[src/rtl/wb_arb_pkg.sv]
// Shared types for the Wishbone classic arbiter: FSM states,
// the controller-count ceiling and a one-hot to index helper.
package wb_arb_pkg;

  typedef enum logic {
    IDLE,
    BUSY
  } state_t;

  localparam int MAX_CTRL = 16;
  localparam int IDX_W    = $clog2(MAX_CTRL);

  // Input must be one-hot or zero; zero maps to index 0.
  function automatic logic [IDX_W-1:0] oh2idx(
    input logic [MAX_CTRL-1:0] oh
  );
    logic [IDX_W-1:0] idx;
    idx = '0;
    for (int i = 0; i < MAX_CTRL; i++) begin
      if (oh[i]) idx = idx | IDX_W'(i);
    end
    return idx;
  endfunction

endpackage

[src/rtl/wb_rr_picker.sv]
// Combinational round-robin picker: first requester above ptr_i, else lowest.
// Ports: req_i request vector, ptr_i last-granted index, gnt_o one-hot pick.
module wb_rr_picker
  import wb_arb_pkg::*;
#(
  parameter int N = 4
) (
  input  logic [N-1:0]     req_i,
  input  logic [IDX_W-1:0] ptr_i,
  output logic [N-1:0]     gnt_o
);

  logic found;

  always_comb begin
    gnt_o = '0;
    found = 1'b0;
    // Pass 1: requesters strictly above the pointer.
    for (int j = 0; j < N; j++) begin
      if (!found && req_i[j] && (j > int'(ptr_i))) begin
        gnt_o[j] = 1'b1;
        found    = 1'b1;
      end
    end
    // Pass 2: wrap around to the lowest requester.
    for (int j = 0; j < N; j++) begin
      if (!found && req_i[j]) begin
        gnt_o[j] = 1'b1;
        found    = 1'b1;
      end
    end
  end

endmodule

[src/rtl/wb_classic_arbiter.sv]
// Round-robin Wishbone classic arbiter: NUM_CTRL controllers share one device.
// Ports: clk_i/rst_i (sync, active-high); c_* controller side, vectors
// indexed by controller, c_dat_i packed ctrl k at [k*DAT_WIDTH +: DAT_WIDTH];
// d_* device side; gnt_o registered one-hot grant, zero when idle.
// Optional WB_ARB_TIMEOUT_EN: forced err after TIMEOUT stalled wait states.
module wb_classic_arbiter
  import wb_arb_pkg::*;
#(
  parameter int DAT_WIDTH = 8,
  parameter int NUM_CTRL  = 4,
  parameter int TIMEOUT   = 255
) (
  input  logic                          clk_i,
  input  logic                          rst_i,
  input  logic [NUM_CTRL-1:0]           c_cyc_i,
  input  logic [NUM_CTRL-1:0]           c_stb_i,
  input  logic [NUM_CTRL-1:0]           c_we_i,
  input  logic [NUM_CTRL*DAT_WIDTH-1:0] c_dat_i,
  output logic [NUM_CTRL-1:0]           c_ack_o,
  output logic [NUM_CTRL-1:0]           c_err_o,
  output logic [NUM_CTRL-1:0]           c_rty_o,
  output logic [DAT_WIDTH-1:0]          c_dat_o,
  output logic                          d_cyc_o,
  output logic                          d_stb_o,
  output logic                          d_we_o,
  output logic [DAT_WIDTH-1:0]          d_dat_o,
  input  logic                          d_ack_i,
  input  logic                          d_err_i,
  input  logic                          d_rty_i,
  input  logic [DAT_WIDTH-1:0]          d_dat_i,
  output logic [NUM_CTRL-1:0]           gnt_o
);

  state_t               state_q, state_d;
  logic [NUM_CTRL-1:0]  gnt_q, gnt_d;
  logic [IDX_W-1:0]     ptr_q, ptr_d;
  logic [NUM_CTRL-1:0]  pick;
  logic [IDX_W-1:0]     g_idx;
  logic                 busy;
  logic                 g_cyc, g_stb, g_we;
  logic [DAT_WIDTH-1:0] g_dat;
  logic                 to_fire;
  logic                 rsp_ok;

  wb_rr_picker #(
    .N(NUM_CTRL)
  ) u_picker (
    .req_i(c_cyc_i),
    .ptr_i(ptr_q),
    .gnt_o(pick)
  );

  assign busy  = (state_q == BUSY);
  assign g_idx = oh2idx(MAX_CTRL'(gnt_q));
  assign g_cyc = |(gnt_q & c_cyc_i);
  assign g_stb = |(gnt_q & c_stb_i);
  assign g_we  = |(gnt_q & c_we_i);

  always_comb begin
    g_dat = '0;
    for (int k = 0; k < NUM_CTRL; k++) begin
      if (gnt_q[k]) g_dat = g_dat | c_dat_i[k*DAT_WIDTH +: DAT_WIDTH];
    end
  end

  // A timeout cycle hides the device, so any response then is dropped.
  assign rsp_ok = busy & g_cyc & g_stb & ~to_fire;

  assign d_cyc_o = busy & g_cyc & ~to_fire;
  assign d_stb_o = busy & g_stb & ~to_fire;
  assign d_we_o  = busy & g_we;
  assign d_dat_o = busy ? g_dat : '0;

  assign c_ack_o = gnt_q & {NUM_CTRL{rsp_ok & d_ack_i}};
  assign c_err_o = gnt_q & {NUM_CTRL{(rsp_ok & d_err_i) | to_fire}};
  assign c_rty_o = gnt_q & {NUM_CTRL{rsp_ok & d_rty_i}};
  assign c_dat_o = d_dat_i;
  assign gnt_o   = gnt_q;

  always_comb begin
    state_d = state_q;
    gnt_d   = gnt_q;
    ptr_d   = ptr_q;
    unique case (state_q)
      IDLE: begin
        if (|c_cyc_i) begin
          gnt_d   = pick;
          state_d = BUSY;
        end
      end
      BUSY: begin
        if (!g_cyc) begin
          ptr_d   = g_idx;
          gnt_d   = '0;
          state_d = IDLE;
        end
      end
      default: state_d = IDLE;
    endcase
  end

  always_ff @(posedge clk_i) begin
    if (rst_i) begin
      state_q <= IDLE;
      gnt_q   <= '0;
      ptr_q   <= IDX_W'(NUM_CTRL - 1);
    end else begin
      state_q <= state_d;
      gnt_q   <= gnt_d;
      ptr_q   <= ptr_d;
    end
  end

`ifdef WB_ARB_TIMEOUT_EN
  localparam int CW = $clog2(TIMEOUT + 1);

  logic [CW-1:0] cnt_q, cnt_d;
  logic          any_rsp;

  assign any_rsp = d_ack_i | d_err_i | d_rty_i;
  assign to_fire = busy && (cnt_q == CW'(TIMEOUT));

  always_comb begin
    cnt_d = cnt_q;
    if (!busy || to_fire || any_rsp) begin
      cnt_d = '0;
    end else if (g_cyc && g_stb) begin
      cnt_d = cnt_q + 1'b1;
    end
  end

  always_ff @(posedge clk_i) begin
    if (rst_i) cnt_q <= '0;
    else       cnt_q <= cnt_d;
  end
`else
  logic unused_timeout;
  assign unused_timeout = ^TIMEOUT;
  assign to_fire        = 1'b0;
`endif

endmodule

[config.mk]
export PLATFORM = sky130hd
export DESIGN_NAME = wb_classic_arbiter
export DESIGN_NICKNAME = d
export VERILOG_FILES = /design/src/rtl/wb_arb_pkg.sv /design/src/rtl/wb_rr_picker.sv /design/src/rtl/wb_classic_arbiter.sv
export SDC_FILE = /design/constraint.sdc
export NUM_CORES = 1
export LEC_CHECK = 0
export ABC_AREA = 1
export CAP_MARGIN = 20
export CORE_MARGIN = 2
export CORE_UTILIZATION = 24
export DETAILED_ROUTE_END_ITERATION = 6
export GPL_TIMING_DRIVEN = 0
export MAX_ROUTING_LAYER = met4
export PLACE_DENSITY_LB_ADDON = 0.15
export SYNTH_ARGS = -nofsm -noshare
export SYNTH_HDL_FRONTEND = slang
export SYNTH_SLANG_ARGS = --single-unit
[constraint.sdc]
create_clock -name clk_i -period 1.17 [get_ports clk_i]
set_input_delay 0.1755 -clock clk_i [delete_from_list [all_inputs] [get_ports clk_i]]
set_output_delay 0.1755 -clock clk_i [all_outputs]
set_load 0.005 [all_outputs]
==> results by group <==
Power
  – Clock network power share: 0.182
  – Pwr Density: ~600 nW/µm²
  – P_sw: 0.000424 W
  – Sequential share of power: 0.237
  – Gate power share: 0.581
  – Switch share: 0.345
  – Maximum vdd drop: 478 µV
  – Internal: slightly above 0.0008 W
  – P_leak: 0.915 nW

Worst setup path
  – Reg-to-Reg Start: gnt_o[0]
  – Worst-path cell chain: inv_4, o21ai_2, nor2_2, nor2_2, inv_2, nor2_4, buf_6, buf_6, nand2_4, nor2_2, buf_2
  – Crit path arrival time: 1.66 ns
  – Reg-to-Reg End: busy
  – Kind of critical path: reg -> out
  – R2R depth: 8
  – Crit Path Max Fanout: 4
  – Slowest cell on the critical path: dfxtp_4
  – R2r setup slk: -0.04 ns
  – Startpoint types: flip-flop
  – Critical Path Max Stage Delay: 0.37 ns
  – WP buf/inv: 5
  – Delay-heaviest family, CP: simple AND/OR/NAND/NOR gates
  – Crit end category: primary output
  – Most used cell, CP: nor2_2
  – WP data required: 0.99 ns

Worst hold path
  – Worst-case hold path end point: busy
  – WHS Path Cells: 3
  – Hold crit path type: in -> reg
  – Worst Min Path Start: c_cyc_i[0]

Global route
  – Vias in the first global route: 1,273
  – Global-route usage over all layers: 0.211
  – Wire length of the first global-routing pass: 5.57 mm
  – Gr ovfl total: 0
  – Pin count of the biggest net entering global routing: 11
  – Initial antenna violation count: 0

Placed design
  – GPL Wtd Cong: 0.808
  – DP Worst Slack: -1.02 ns
  – Port Buffers: 83
  – HPWL Detailed: 2.60 mm

Floorplanning
  – FP Rows: 20
  – # IOs: between 90 and 100
  – CORE AREA: between 3000 and 4000 µm²
  – Die width: approximately 60 µm
  – Starting density of the core: 0.251
  – Chip height: 60.3 µm
  – Die area: around 3600 µm²

Timing
  – Maximum clock rate: about 0.55 GHz
  – Fin. Hold Viols: 0
  – RSZ-0062 raised after global routing: yes
  – Clock Skew: between 0.002 and 0.003 ns
  – Worst Setup Slack, final: -0.662 ns
  – Slew HR: 0.747
  – Worst-Margin Slew: 0.378 ns
  – Minimum clock period: 1.83 ns
  – Fin crit share: 1.57
  – Setup Viol. Count Final: 24
  – Fin. max-slew vios: 0

Drt
  – WL final: between 4 and 5 mm
  – Antenna-violating nets left: 0
  – Vias: 1,380
  – WL/cell: 14.4 µm
  – DRC: 0
  – Pre-Repair DR Iteration Count: 3
  – DR iter-0 viols: 39
  – Via/cell ratio: 4.84

Final layout
  – # fillers: between 200 and 300
  – Most frequent cells in the layout: clkdlybuf4s50_1, buf_4, nor2_1
  – Final Core Density: 0.672
  – Ant diodes: 0
  – Commonest non-fill, non-tap cell in the layout: clkdlybuf4s50_1
  – Share of post-route cells with drive strength above 1: 0.490
  – Nets: 299
  – Area growth syn-to-layout: 168%

Clock network
  – Clock sinks: 7
  – # hold bufs at CTS: 0
  – Clock slew at reported path FFs: 0.05 ns
  – Clk_lat worst skew: 0.26 ns
  – Clock root cell: clkbuf_4
  – Clock buffer depth: 2
  – CTS buffer count: 3
  – H-tree Lvls: 1
  – CTS tree: built

Synthesis
  – Syn_nets: roughly 190
  – Cells after Synth: 130
  – Synth Register Bits: 7
  – Syn_area_per_cell: 5.85 µm²
  – Sequential fraction of the synthesis area: 0.184
  – Synth unique cells: 19
  – Synthesized area: 761 µm²
  – Synthesis Warnings: 0

Status
  – Failing checks: setup timing
  – Outcome: finished, violations left

Flow run
  – Max Cap Viol: 0
==> cell usage after synthesis <==
cell type / instances / area [µm²]
a21oi_1: 7 / 35.0
a221oi_1: 8 / 70.1
a22o_1: 8 / 70.1
a41oi_1: 1 / 8.76
buf_1: 1 / 3.75
buf_4: 8 / 60.1
clkbuf_1: 4 / 15.0
dfxtp_1: 7 / 140
inv_1: 7 / 26.3
inv_2: 7 / 26.3
nand2_1: 26 / 97.6
nand3_1: 8 / 40.0
nand4_1: 2 / 12.5
nor2_1: 27 / 101
nor2_2: 1 / 6.26
nor2_4: 1 / 11.3
o21ai_0: 2 / 10.0
o21ai_1: 4 / 20.0
o22ai_1: 1 / 6.26
==> metal layers <==
metal	track usage	part of all wire	up-vias
met2	0.398	0.57	59
met1	0.213	0.34	648
li1	-	-	664
met3	0.0476	0.065	9
met5	-	0	-
met4	0.0667	0.017	0
==> per-stage QoR <==
stage | hold WS (ns) | total power (W) | area (µm²) | cells | setup TNS, ns
4_1_cts | 0.436 | 0.00113 | 1870 | 276 | -11.85
2_1_floorplan | 0.237 | 0.000511 | 764 | 130 | -1.08
5_1_grt | 0.503 | 0.00131 | 2040 | 285 | -13.27
3_5_place_dp | 0.498 | 0.000823 | 1650 | 257 | -21.52
6_report | 0.475 | 0.00123 | 2040 | 285 | -11.23
3_3_place_gp | 0.482 | 0.000811 | 1650 | 257 | -20.64
==> timing repair <==
item                       4_1_cts  5_1_grt
setup endpoints to repair       33       33
cloned                           2        0
hold endpoints to repair         0        0
buffers inserted                13        9
resized for setup              118       58
pin swaps                       15       17
==> power groups by stage <==
| stage | combinational [W] | clock, W | sequential (W) |
|---|---|---|---|
| 5_1_grt | 0.000764 | 0.000251 | 0.000293 |
| 2_1_floorplan | 0.000225 | 0 | 0.000286 |
| 6_report | 0.000714 | 0.000224 | 0.000291 |
| 3_3_place_gp | 0.000518 | 0 | 0.000293 |
| 4_1_cts | 0.000620 | 0.000229 | 0.000281 |
| 3_5_place_dp | 0.000529 | 0 | 0.000294 |
==> worst max path at each step <==
stage               start         end  slack [ns]  depth (start not counted)
4_1_cts          gnt_o[2]     d_stb_o       -0.62                          8
2_1_floorplan    gnt_o[2]  c_ack_o[0]       -0.09                          8
3_5_place_dp   c_cyc_i[2]  c_ack_o[0]       -1.02                         10
5_1_grt          gnt_o[0]  c_err_o[3]       -0.76                         11
3_3_place_gp   c_cyc_i[2]  c_ack_o[1]       -0.95                         10
6_report         gnt_o[0]  c_err_o[3]       -0.66                         11
==> sequential cells by signal, indices dropped and copies added (netlist names) <==
signal  cells
gnt_o       4
ptr_q       2
busy        1
==> logic make-up after synthesis <==
kind of cell,synth area share
flip-flops,0.184
AND/OR/NAND/NOR,0.354
AO/OA/AOI/OAI,0.289
buffers and inverters,0.173
==> area by class of cell <==
cell class              instances  area, µm²  area share
plain buffers                  13        130      0.0639
flip-flops and latches          7        158      0.0774
repair buffers                107        931       0.457
well taps                      44       55.1      0.0270
multi-input cells              96        676       0.332
clock buffers                   4       26.3      0.0129
inverters                      14       60.1      0.0295
==> worst min-delay path, delay by kind of cell <==
| kind | cells | cell delay (ns) |
|---|---|---|
| buffers and inverters | 1 | 0.25 |
| AO/OA/AOI/OAI | 2 | 0.27 |
(Power assumes the default switching activity.)
